## config.mk

```make
export PLATFORM = sky130hd
export DESIGN_NAME = uart_tx_mmio_flat
export DESIGN_NICKNAME = d
export VERILOG_FILES = /design/src/rtl/uart_tx_mmio_if.sv /design/src/rtl/uart_tx_mmio.sv /design/src/flat_wrapper.sv
export SDC_FILE = /design/constraint.sdc
export NUM_CORES = 1
export LEC_CHECK = 0
export CORE_MARGIN = 2
export CORE_UTILIZATION = 40
export CTS_CLUSTER_SIZE = 24
export DETAILED_ROUTE_END_ITERATION = 10
export DONT_BUFFER_PORTS = 1
export GPL_TIMING_DRIVEN = 0
export PLACE_DENSITY = 0.56
export SLEW_MARGIN = 0
export SYNTH_ARGS = -nofsm -noshare
export SYNTH_HDL_FRONTEND = slang
export SYNTH_SLANG_ARGS = --single-unit
export TNS_END_PERCENT = 30
```

## constraint.sdc

```tcl
create_clock -name i_clk -period 8.05 [get_ports i_clk]
set_clock_uncertainty 0.2 [all_clocks]
set_input_delay 1.61 -clock i_clk [delete_from_list [all_inputs] [get_ports i_clk]]
set_output_delay 1.61 -clock i_clk [all_outputs]
set_load 0.02 [all_outputs]
```

## src/rtl/uart_tx_mmio_if.sv

```systemverilog
// Data-port bus shared with data_ram: select, write strobe, byte enables,
// address and write data from the CPU, combinational read data back.
interface uart_tx_mmio_if;
   logic        en;
   logic        write_en;
   logic [3:0]  write_sel;
   logic [31:0] addr;
   logic [31:0] write_data;
   logic [31:0] read_data;

   modport master (output en, write_en, write_sel, addr, write_data, input read_data);
   modport slave  (input en, write_en, write_sel, addr, write_data, output read_data);
endinterface

```

## src/rtl/uart_tx_mmio.sv

```systemverilog
// Memory-mapped 8N1 UART transmitter: TX FIFO, programmable baud divisor,
// polling status and a level interrupt when the line drains.
module uart_tx_mmio #(
   parameter int FIFO_DEPTH  = 16,
   parameter int DEFAULT_DIV = 433
) (
   input  logic            i_clk,
   input  logic            i_rst,
   uart_tx_mmio_if.slave   bus,
   output logic            o_txd,
   output logic            o_irq
);
   localparam int AW = (FIFO_DEPTH > 1) ? $clog2(FIFO_DEPTH) : 1;

   typedef enum logic [1:0] {S_IDLE, S_START, S_DATA, S_STOP} state_t;

   state_t          r_state;
   logic [15:0]     r_cnt;
   logic [15:0]     r_bit_div;
   logic [7:0]      r_shift;
   logic [2:0]      r_bit_idx;
   logic            r_txd;
   logic [15:0]     r_div;
   logic            r_tx_en;
   logic            r_ie;
   logic            r_overrun;
   logic [7:0]      r_mem [FIFO_DEPTH];
   logic [AW-1:0]   r_wptr;
   logic [AW-1:0]   r_rptr;
   logic [AW:0]     r_count;

   logic            w_wr;
   logic [1:0]      w_reg;
   logic            w_empty;
   logic            w_full;
   logic            w_busy;
   logic            w_bit_end;
   logic            w_pop;
   logic            w_push_req;
   logic            w_push;
   logic [7:0]      w_head;
   logic [4:0]      w_cnt5;
   logic            w_unused;

   assign w_wr       = bus.en & bus.write_en;
   assign w_reg      = bus.addr[3:2];
   assign w_empty    = (r_count == '0);
   assign w_full     = (r_count == (AW+1)'(FIFO_DEPTH));
   assign w_busy     = (r_state != S_IDLE);
   assign w_bit_end  = (r_cnt == r_bit_div);
   // Pop from IDLE, or at the last cycle of STOP so frames run back to back.
   assign w_pop      = r_tx_en & ~w_empty &
                       ((r_state == S_IDLE) | ((r_state == S_STOP) & w_bit_end));
   assign w_push_req = w_wr & (w_reg == 2'd0) & bus.write_sel[0];
   assign w_push     = w_push_req & (~w_full | w_pop);
   assign w_head     = r_mem[r_rptr];
   assign w_cnt5     = 5'(r_count);
   assign w_unused   = &{1'b0, bus.addr[31:4], bus.addr[1:0],
                         bus.write_data[31:16], bus.write_sel[3:2]};

   assign o_txd = r_txd;
   assign o_irq = r_ie & w_empty & ~w_busy;

   always_comb begin
      bus.read_data = '0;
      if (bus.en & ~bus.write_en) begin
         case (w_reg)
            2'd1:    bus.read_data = {23'b0, w_cnt5, r_overrun, w_empty, w_full, w_busy};
            2'd2:    bus.read_data = {16'b0, r_div};
            2'd3:    bus.read_data = {30'b0, r_ie, r_tx_en};
            default: bus.read_data = '0;
         endcase
      end
   end

   always_ff @(posedge i_clk or negedge i_rst) begin
      if (!i_rst) begin
         r_div     <= 16'(DEFAULT_DIV);
         r_tx_en   <= 1'b0;
         r_ie      <= 1'b0;
         r_overrun <= 1'b0;
      end else begin
         if (w_wr && w_reg == 2'd2) begin
            if (bus.write_sel[0]) r_div[7:0]  <= bus.write_data[7:0];
            if (bus.write_sel[1]) r_div[15:8] <= bus.write_data[15:8];
         end
         if (w_wr && w_reg == 2'd3 && bus.write_sel[0]) begin
            r_tx_en <= bus.write_data[0];
            r_ie    <= bus.write_data[1];
         end
         if (w_push_req && w_full && !w_pop)
            r_overrun <= 1'b1;
         else if (w_wr && w_reg == 2'd1 && bus.write_sel[0] && bus.write_data[3])
            r_overrun <= 1'b0;
      end
   end

   always_ff @(posedge i_clk or negedge i_rst) begin
      if (!i_rst) begin
         r_wptr  <= '0;
         r_rptr  <= '0;
         r_count <= '0;
      end else begin
         if (w_push) r_wptr <= r_wptr + 1'b1;
         if (w_pop)  r_rptr <= r_rptr + 1'b1;
         case ({w_push, w_pop})
            2'b10:   r_count <= r_count + 1'b1;
            2'b01:   r_count <= r_count - 1'b1;
            default: r_count <= r_count;
         endcase
      end
   end

   always_ff @(posedge i_clk) begin
      if (w_push) r_mem[r_wptr] <= bus.write_data[7:0];
   end

   // bit_div is latched at pop so DIV writes never disturb a frame in flight.
   always_ff @(posedge i_clk or negedge i_rst) begin
      if (!i_rst) begin
         r_state   <= S_IDLE;
         r_cnt     <= '0;
         r_bit_div <= '0;
         r_shift   <= '0;
         r_bit_idx <= '0;
         r_txd     <= 1'b1;
      end else begin
         case (r_state)
            S_IDLE: begin
               if (w_pop) begin
                  r_state   <= S_START;
                  r_cnt     <= '0;
                  r_bit_div <= r_div;
                  r_shift   <= w_head;
                  r_txd     <= 1'b0;
               end
            end
            S_START: begin
               if (w_bit_end) begin
                  r_state   <= S_DATA;
                  r_cnt     <= '0;
                  r_bit_idx <= '0;
                  r_txd     <= r_shift[0];
               end else begin
                  r_cnt <= r_cnt + 1'b1;
               end
            end
            S_DATA: begin
               if (w_bit_end) begin
                  r_cnt <= '0;
                  if (r_bit_idx == 3'd7) begin
                     r_state <= S_STOP;
                     r_txd   <= 1'b1;
                  end else begin
                     r_bit_idx <= r_bit_idx + 1'b1;
                     r_shift   <= r_shift >> 1;
                     r_txd     <= r_shift[1];
                  end
               end else begin
                  r_cnt <= r_cnt + 1'b1;
               end
            end
            S_STOP: begin
               if (w_bit_end) begin
                  r_cnt <= '0;
                  if (w_pop) begin
                     r_state   <= S_START;
                     r_bit_div <= r_div;
                     r_shift   <= w_head;
                     r_txd     <= 1'b0;
                  end else begin
                     r_state <= S_IDLE;
                     r_txd   <= 1'b1;
                  end
               end else begin
                  r_cnt <= r_cnt + 1'b1;
               end
            end
            default: begin
               r_state <= S_IDLE;
               r_txd   <= 1'b1;
            end
         endcase
      end
   end
endmodule

```

## src/flat_wrapper.sv

```systemverilog
// flat-port wrapper written by rule: the top's interface ports become plain ports
module uart_tx_mmio_flat 
#(
   parameter int FIFO_DEPTH  = 16,
   parameter int DEFAULT_DIV = 433
)
  (i_clk, i_rst, o_txd, o_irq, bus_en, bus_write_en, bus_write_sel, bus_addr, bus_write_data, bus_read_data);
  uart_tx_mmio_if bus_i ();
  input  logic i_clk;
  input  logic i_rst;
  output logic o_txd;
  output logic o_irq;
  input wire logic [$bits(bus_i.en)-1:0] bus_en;
  input wire logic [$bits(bus_i.write_en)-1:0] bus_write_en;
  input wire logic [$bits(bus_i.write_sel)-1:0] bus_write_sel;
  input wire logic [$bits(bus_i.addr)-1:0] bus_addr;
  input wire logic [$bits(bus_i.write_data)-1:0] bus_write_data;
  output wire logic [$bits(bus_i.read_data)-1:0] bus_read_data;
  assign bus_i.en = bus_en;
  assign bus_i.write_en = bus_write_en;
  assign bus_i.write_sel = bus_write_sel;
  assign bus_i.addr = bus_addr;
  assign bus_i.write_data = bus_write_data;
  assign bus_read_data = bus_i.read_data;
  uart_tx_mmio #(.FIFO_DEPTH(FIFO_DEPTH), .DEFAULT_DIV(DEFAULT_DIV)) u_core (.i_clk(i_clk), .i_rst(i_rst), .bus(bus_i), .o_txd(o_txd), .o_irq(o_irq));
endmodule
```

==> out/qor.yml, run 1 <==
crit_path_max_incr_delay_ps: 370
netlist_area_mm2: 0.00935
multi_input_area_mm2: 0.00330
wl_per_cell_um: 19.8
grtUsageTotal: 0.170
clock_path_buffers: 3
clock-sinks: 206
gp_congestion: 0.829
seqCellArea_mm2: 0.00580
synth_ff_type: "edfxtp_1"
fmax_mhz: 212
hpwl_um: 14300
grt-ovfl-total: 0
crit_required_ps: 6240
yosys.cell_types.count: 62
postCtsSetupRepairBufs: 0
hold_class: "reg -> reg"
antenna_found_initial: 0
min_to: "u_core.r_bit_div[12]"
clk_pin_slew_ps: 60
ctsHoldBuffers: 0
first_global_vias: 5686
fp.dieW_um: 157
rsz0062_at_grt: "false"
r2r_setup_slack_ps: 4370
netlist.area_leader.share: 0.411
routed_wl_um: 20200
final_area_mm2: 0.0105
hold_viol: 0
syn-instance-count: 647
core_area_mm2: 0.0228
cts_made_buffers: 21
final_cell_mix: "edfxtp_1, dfrtp_1, nor2_1"
firstDrtPassIters: 5
powerDensity_mw_per_mm2: 318
grt_max_degree: 79
critPathLaunchType: "input port"
ys_warn_count: 0
reg2reg_from: "u_core.r_count[2]"
reg2reg_depth: 14
worst-path-max-fanout: 10
max_cap_viol_count: 0
port_buffers: 0
fin_crit_sh: 0.586
run_status: "finished clean"
slowest_stage: "clkbuf_1"
drt_iter0_drc: 426
drc: 0
cts_tree: "done"
tightest_slew_ps: 849
avgViaCountPerCell: 5.44
r2r-end: "u_core.r_count[4]"
drv_slew: 0
peakVddDrop_v: 0.000185
drive_above_1_share: 0.174
hold_depth: 1
ant_nets: 0
fillers: 2007
finalSetupViolations: 0
critPathKind: "in -> out"
fin_tns_setup_ps: 0
root_buffer: "clkbuf_16"
fin_crit_ps: 4710
final_common_cell: "edfxtp_1"
dpl_cell_area_mm2: 0.00985
worstSetupEndpointType: "output pin"
vias: 5526
clk_latency_ps: 510
yosysTopAreaCell: "edfxtp_1"
ys_ff_latch: 206
syn_area_per_cell_um2: 14.4
areaGrowthSynthToFinish_pct: 12.4
die_h_um: 157
worstPathCellList: "nor2b_1 -> clkbuf_1 -> clkbuf_1 -> a22oi_1 -> nor2_1"
cp_common_cell: "clkbuf_1"
rows: 55
initial_core_util: 0.410
diodes: 0
min_from: "u_core.r_div[12]"
grt_first_pass_wirelength_um: 32100
cts_resized: 0
power_mw: 3.34
synth-edff-count: 128
finalNetCount: 778
max_slew_margin: 0.432
synth_seq_area_share: 0.621
cts-htree-levels: 1
synthArstFlopShare: 0.379
p_leak_nw: 3.89
dieArea_mm2: 0.0246
synth.area.top_cells: "edfxtp_1, dfrtp_1, mux4_2, mux2i_1, mux2_2"
boundaryPins: 106
worstPathArrival_ps: 2900
## flip-flops by register name, indices dropped and copies added, names as in the netlist
register and cells:
u_core.r_rptr 4, u_core.r_count 5, u_core.r_tx_en 1, u_core.o_txd 1, u_core.r_mem 128, u_core.r_bit_idx 3
u_core.r_cnt 16, u_core.r_shift 8, u_core.r_div 16, u_core.r_bit_div 16, u_core.r_ie 1, u_core.r_wptr 4
u_core.r_state 2, u_core.r_overrun 1
## cells in the mapped netlist, types with 7 or more instances
library cell	instances
edfxtp_1	128
dfrtp_1	72
nor2_1	30
nand2_1	27
o21ai_0	26
mux2i_1	24
mux4_2	22
buf_4	21
mux2_2	21
xnor2_1	20
clkbuf_1	19
mux2_1	18
ha_1	17
a22oi_1	16
inv_1	13
a221oi_1	12
and3_1	12
and2_1	10
nand3_1	10
xor2_1	10
nand4_1	9
a22o_1	8
nor3_1	7
## through the flow
step,setup slack [ps],hold WS [ps],util,cells
floorplan,3630,267,-,662
global placement,3030,287,0.430,975
detailed placement,3320,290,0.432,979
CTS,3320,303,0.461,1016
global route,3130,334,0.461,1016
finish,3340,304,0.461,1016
## layout make-up
cell class | count | area share
clock buffer | 26 | 0.0518
inverter | 13 | 0.00465
buffer | 48 | 0.0267
clock inverter | 11 | 0.0105
multi-input combinational | 395 | 0.314
timing repair buffer | 4 | 0.00286
tap | 313 | 0.0373
sequential | 206 | 0.552
## per-layer routing
layer  track usage  vias up  share of wire
met2         0.272      136           0.47
met4        0.0349        0          0.013
li1              -     2542              -
met3        0.0280       22          0.048
met5             0        -              0
met1         0.244     2826           0.47
## logic make-up after synthesis
logic type | Yosys count | synth area share
flip-flops | 206 | 0.621
other | 1 | 0.000401
AO/OA/AOI/OAI | 110 | 0.0881
multiplexers | 85 | 0.126
buffers and inverters | 61 | 0.0352
adder cells (fa/ha/maj) | 17 | 0.0228
XOR/XNOR | 31 | 0.0299
AND/OR/NAND/NOR | 136 | 0.0771
## where the power goes
part | switching [mW] | leakage (nW) | internal [mW]
clock network | 0.396 | 0.316 | 0.545
registers | 0.132 | 2.14 | 1.26
logic | 0.551 | 1.43 | 0.453
total | 1.08 | 3.89 | 2.26
## worst max-delay path by stage
stage / slack, ps / from / depth (start not counted) / end
after global placement: 3030 / bus_write_sel[0] / 6 / u_core.r_mem[2][6]
after floorplan: 3630 / bus_addr[3] / 5 / bus_read_data[6]
after global routing: 3130 / bus_addr[3] / 5 / bus_read_data[7]
after detailed placement: 3320 / bus_addr[3] / 5 / bus_read_data[7]
after CTS: 3320 / bus_addr[3] / 5 / bus_read_data[7]
final: 3340 / bus_addr[3] / 5 / bus_read_data[7]
## worst max-delay path, delay by kind of cell
kind,cells,cell delay (ps)
buf+inv,2,710
compound gates,1,160
simple gates,2,430
Power figures use the tool's default switching activity.
==> inputs of run 2 (changes only) <==
==> constraint.sdc (replaced) <==
create_clock -name i_clk -period 4.86 [get_ports i_clk]
set_clock_uncertainty 0.2 [all_clocks]
set_input_delay 0.972 -clock i_clk [delete_from_list [all_inputs] [get_ports i_clk]]
set_output_delay 0.972 -clock i_clk [all_outputs]
set_load 0.02 [all_outputs]
==> run 2 against run 1 <==
Compared with the run above: global-route usage rose by 0.15 points; core utilization grew 0.12 points; sequential power rose by 66%; non-clock buffer count increased by 1; first-iteration DRC count fell by 3.5%.
==> out/qor.yml, run 2 (synthesis results as in run 1) <==
clk_latency_ps: 510
first_global_vias: 5694
root_buffer: "clkbuf_16"
tightest_slew_ps: 872
intPower_mw: 3.75
grt_first_pass_wirelength_um: 32300
fin_crit_sh: 0.760
boundaryPins: 106
die_h_um: 157
final_area_mm2: 0.0105
seqCellArea_mm2: 0.00580
initial_core_util: 0.410
combPwrFrac: 0.303
drc: 0
cts_tree: "done"
p_leak_nw: 3.90
areaGrowthSynthToFinish_pct: 12.7
hold_viol: 0
dpl_cell_area_mm2: 0.00985
switching_share: 0.325
finalNetCount: 779
final_cell_mix: "edfxtp_1, dfrtp_1, nor2_1"
grtUsageTotal: 0.171
fin_util: 0.462
multi_input_area_mm2: 0.00330
clock_path_buffers: 3
largest_reg_flops: 128
cts_resized: 0
crit_required_ps: 5030
fin_tns_setup_ps: 0
critPathKind: "reg -> reg"
avgViaCountPerCell: 5.45
top_register: "u_core.r_mem"
worstPathArrival_ps: 3860
fmax_mhz: 271
worstSetupEndpointType: "register"
startpoint: "u_core.r_count[2]"
routed_wl_um: 20300
antenna_found_initial: 0
fillers: 2004
p_sw_mw: 1.80
wl_per_cell_um: 20.0
critPathLaunchType: "register"
diodes: 0
fin_crit_ps: 3690
port_buffers: 0
max_cap_viol_count: 0
ant_nets: 0
fp.dieW_um: 157
vias: 5544
cts_made_buffers: 21
core_area_mm2: 0.0228
seqPwrFrac: 0.416
drive_above_1_share: 0.175
grt-ovfl-total: 0
run_status: "finished clean"
cts-htree-levels: 1
drt_iter0_drc: 411
firstDrtPassIters: 5
grt_max_degree: 73
drv_slew: 0
dieArea_mm2: 0.0246
clk_pin_slew_ps: 60
worst-path-max-fanout: 11
rsz0062_at_grt: "false"
r2r_setup_slack_ps: 1170
finalSetupViolations: 0
hpwl_um: 14300
gp_congestion: 0.829
final_common_cell: "edfxtp_1"
max_slew_margin: 0.417
clock-sinks: 206
hold_class: "in -> async"
powerDensity_mw_per_mm2: 527
rows: 55
peakVddDrop_v: 0.000305
power.clock.fraction: 0.281
reg2reg_from: "u_core.r_count[2]"
[run 2: cell types whose count changed in the layout (fill, tap and decap cells not counted), sizes merged]
| cell | previous run | this run |
|---|---|---|
| buf | 33 | 34 |
[run 2: cell type report]
| type | instances | area share |
|---|---|---|
| sequential | 206 | 0.551 |
| multi-input combinational | 395 | 0.313 |
| clock buffer | 26 | 0.0517 |
| tap | 313 | 0.0372 |
| buffer | 48 | 0.0266 |
| clock inverter | 11 | 0.0105 |
| timing repair buffer | 5 | 0.00547 |
| inverter | 13 | 0.00463 |
[run 2: path summary, 6_finish.rpt]
| kind | endpoint | cells past startpoint |
|---|---|---|
| max | u_core.r_count[4] | 13 |
| min | u_core.o_txd | 0 |
| max in group asynchronous | u_core.r_bit_div[5] | 1 |
| min in group i_clk | u_core.r_bit_div[12] | 1 |
| max reg2reg | u_core.r_count[4] | 13 |
| min reg2reg | u_core.r_bit_div[12] | 1 |
[run 2: power by group through the flow]
stage | clock network (mW) | registers [mW] | logic (mW)
floorplan | 0 | 2.26 | 1.30
global placement | 0 | 2.33 | 1.62
detailed placement | 0 | 2.34 | 1.68
CTS | 1.59 | 2.31 | 1.70
global route | 1.65 | 2.34 | 1.85
finish | 1.56 | 2.31 | 1.68
[run 2: worst max-delay path, cell delays in order, from the launching register on]
cell,delay (ps)
dfrtp_1,360
clkbuf_1,190
or4_1,620
o221ai_2,350
nor2b_1,90
a22oi_1,260
buf_4,270
ha_1,260
xor2_1,180
ha_1,220
nor2_1,60
a222oi_1,270
nor2_1,90
xor2_1,140
[run 2: stage by stage]
step / hold WS [ps] / setup WS [ps] / total power [mW] / cells
detailed placement: 290 / 1020 / 4.02 / 979
global route: 102 / 807 / 5.85 / 1017
floorplan: 267 / 1470 / 3.56 / 662
finish: 124 / 1170 / 5.55 / 1017
global placement: 287 / 481 / 3.95 / 975
CTS: 104 / 1150 / 5.60 / 1017
[run 2: routing by layer]
metal | track usage | vias up | routed length [µm]
met5 | 0 | - | 0
met4 | 0.0349 | 0 | 274
met3 | 0.0280 | 22 | 959
met2 | 0.274 | 138 | 9570
met1 | 0.247 | 2843 | 9550
li1 | - | 2541 | -
[run 2: timing repair]
action                    4_1_cts  5_1_grt
hold endpoints to repair       72        0
hold buffers                    1        0
setup buffers                   0        0
==> inputs of run 3 (changes only) <==
==> constraint.sdc (replaced) <==
create_clock -name i_clk -period 3.4 [get_ports i_clk]
set_clock_uncertainty 0.2 [all_clocks]
set_input_delay 0.68 -clock i_clk [delete_from_list [all_inputs] [get_ports i_clk]]
set_output_delay 0.68 -clock i_clk [all_outputs]
set_load 0.02 [all_outputs]
==> run 3 against run 2 <==
Compared with the run above: worst setup slack got worse by 900 ps; die area did not move; register-to-register slack worse by 900 ps; largest power group unchanged.
==> out/qor.yml, run 3 (synthesis results as in run 1) <==
hpwl_um: 14300
core_area_mm2: 0.0228
drc: 0
hold_depth: 0
ant_nets: 0
fin_crit_ps: 3130
grtUsageTotal: 0.171
worstSetupEndpointType: "register"
finalSetupViolations: 0
preCtsSetupSlack_ps: -270
drv_slew: 0
hold_viol: 0
drt_iter0_drc: 400
critPathLaunchType: "register"
finalNetCount: 790
top_register: "u_core.r_mem"
peakVddDrop_v: 0.000416
initial_core_util: 0.410
setup_slack_ps: 270
vias: 5622
fin_tns_setup_ps: 0
reg2reg_depth: 11
p_leak_nw: 4.00
max_cap_viol_count: 0
final_cell_mix: "edfxtp_1, dfrtp_1, buf_4"
first_global_vias: 5730
clk_latency_ps: 510
wl_per_cell_um: 20.1
fin_crit_sh: 0.921
port_buffers: 0
powerDensity_mw_per_mm2: 760
grt_first_pass_wirelength_um: 32400
cts_made_buffers: 21
worst-path-max-fanout: 10
grt_max_degree: 79
min_to: "u_core.r_mem[7][0]"
min_from: "bus_write_data[0]"
grt-ovfl-total: 0
tightest_slew_ps: 853
final_area_mm2: 0.0108
final_common_cell: "edfxtp_1"
max_slew_margin: 0.429
avgViaCountPerCell: 5.47
fmax_mhz: 319
clock_path_buffers: 3
drive_above_1_share: 0.224
clock-sinks: 206
fp.dieW_um: 157
firstDrtPassIters: 5
boundaryPins: 106
areaGrowthSynthToFinish_pct: 15.4
root_buffer: "clkbuf_16"
dpl_cell_area_mm2: 0.00985
worstPathArrival_ps: 3300
rows: 55
hold_class: "in -> reg"
fin_util: 0.474
reg2reg_from: "u_core.r_count[2]"
die_h_um: 157
dieArea_mm2: 0.0246
cts-htree-levels: 1
fillers: 1977
run_status: "finished clean"
critPathKind: "reg -> reg"
diodes: 0
routed_wl_um: 20700
hold_ws_ps: 67.3
antenna_found_initial: 0
r2r-end: "u_core.r_count[4]"
r2r_setup_slack_ps: 270
crit_required_ps: 3570
largest_reg_flops: 128
clk_pin_slew_ps: 60
gp_congestion: 0.829
cts_tree: "done"
[run 3: cell types whose count changed in the layout (fill, tap and decap cells not counted), sizes merged]
cell and delta:
clkbuf -2, dlygate4sd3 +1, buf +12
[run 3: stage by stage]
step           total power [mW]  instances
6_report                   8.20       1028
5_1_grt                    8.63       1028
4_1_cts                    8.05       1020
3_5_place_dp               5.74        979
3_3_place_gp               5.65        975
2_1_floorplan              5.10        662
[run 3: where the power goes]
group / internal [mW] / leakage, nW / switching [mW] / total (mW)
Combinational: 1.24 / 1.55 / 1.38 / 2.62
Sequential: 2.99 / 2.13 / 0.365 / 3.36
Clock: 1.29 / 0.316 / 0.942 / 2.23
[run 3: how the worst max path moves through the flow]
stage                                    end                  from  cells after the start  slack, ps
final                      u_core.r_count[4]     u_core.r_count[2]                     11        270
after global routing       u_core.r_count[4]  u_core.r_bit_div[10]                     13         -2
after CTS                  u_core.r_count[4]     u_core.r_count[2]                     13         30
after detailed placement   u_core.r_count[4]     u_core.r_count[2]                     13       -270
after global placement    u_core.r_mem[2][6]      u_core.r_cnt[12]                      6       -800
after floorplan            u_core.r_count[4]     u_core.r_count[2]                     13        270
[run 3: worst max-delay path, cell delays in order, from the launching register on]
cell	delay (ps)
dfrtp_2	450
or4_4	590
o221ai_4	220
nor2b_1	100
a22oi_2	180
buf_4	160
buf_4	190
ha_2	250
xor2_1	100
a222oi_1	330
nor2_1	80
xor2_1	140
[run 3: per-layer routing]
layer  track usage  up-vias  routed length (µm)
met2         0.274      123                9860
met4        0.0349        0                 288
met5             0        -                   0
met3        0.0269       24                 846
li1              -     2562                   -
met1         0.247     2913                9670
[run 3: cell type report]
cell class	count	area (µm²)	area share
sequential	206	5810	0.538
clock buffer	26	544	0.0504
buffer	45	274	0.0254
clock inverter	11	110	0.0102
multi-input combinational	395	3430	0.318
tap	313	392	0.0363
timing repair buffer	19	178	0.0165
inverter	13	48.8	0.00452
[run 3: what timing repair did]
action / in CTS / in global routing
hold buffers: 2 / 0
pin swaps: 1 / 9
setup endpoints to repair: 23 / 35
resized for setup: 4 / 27
gates cloned: 0 / 0
setup buffers: 2 / 11
hold endpoints to repair: 78 / 0
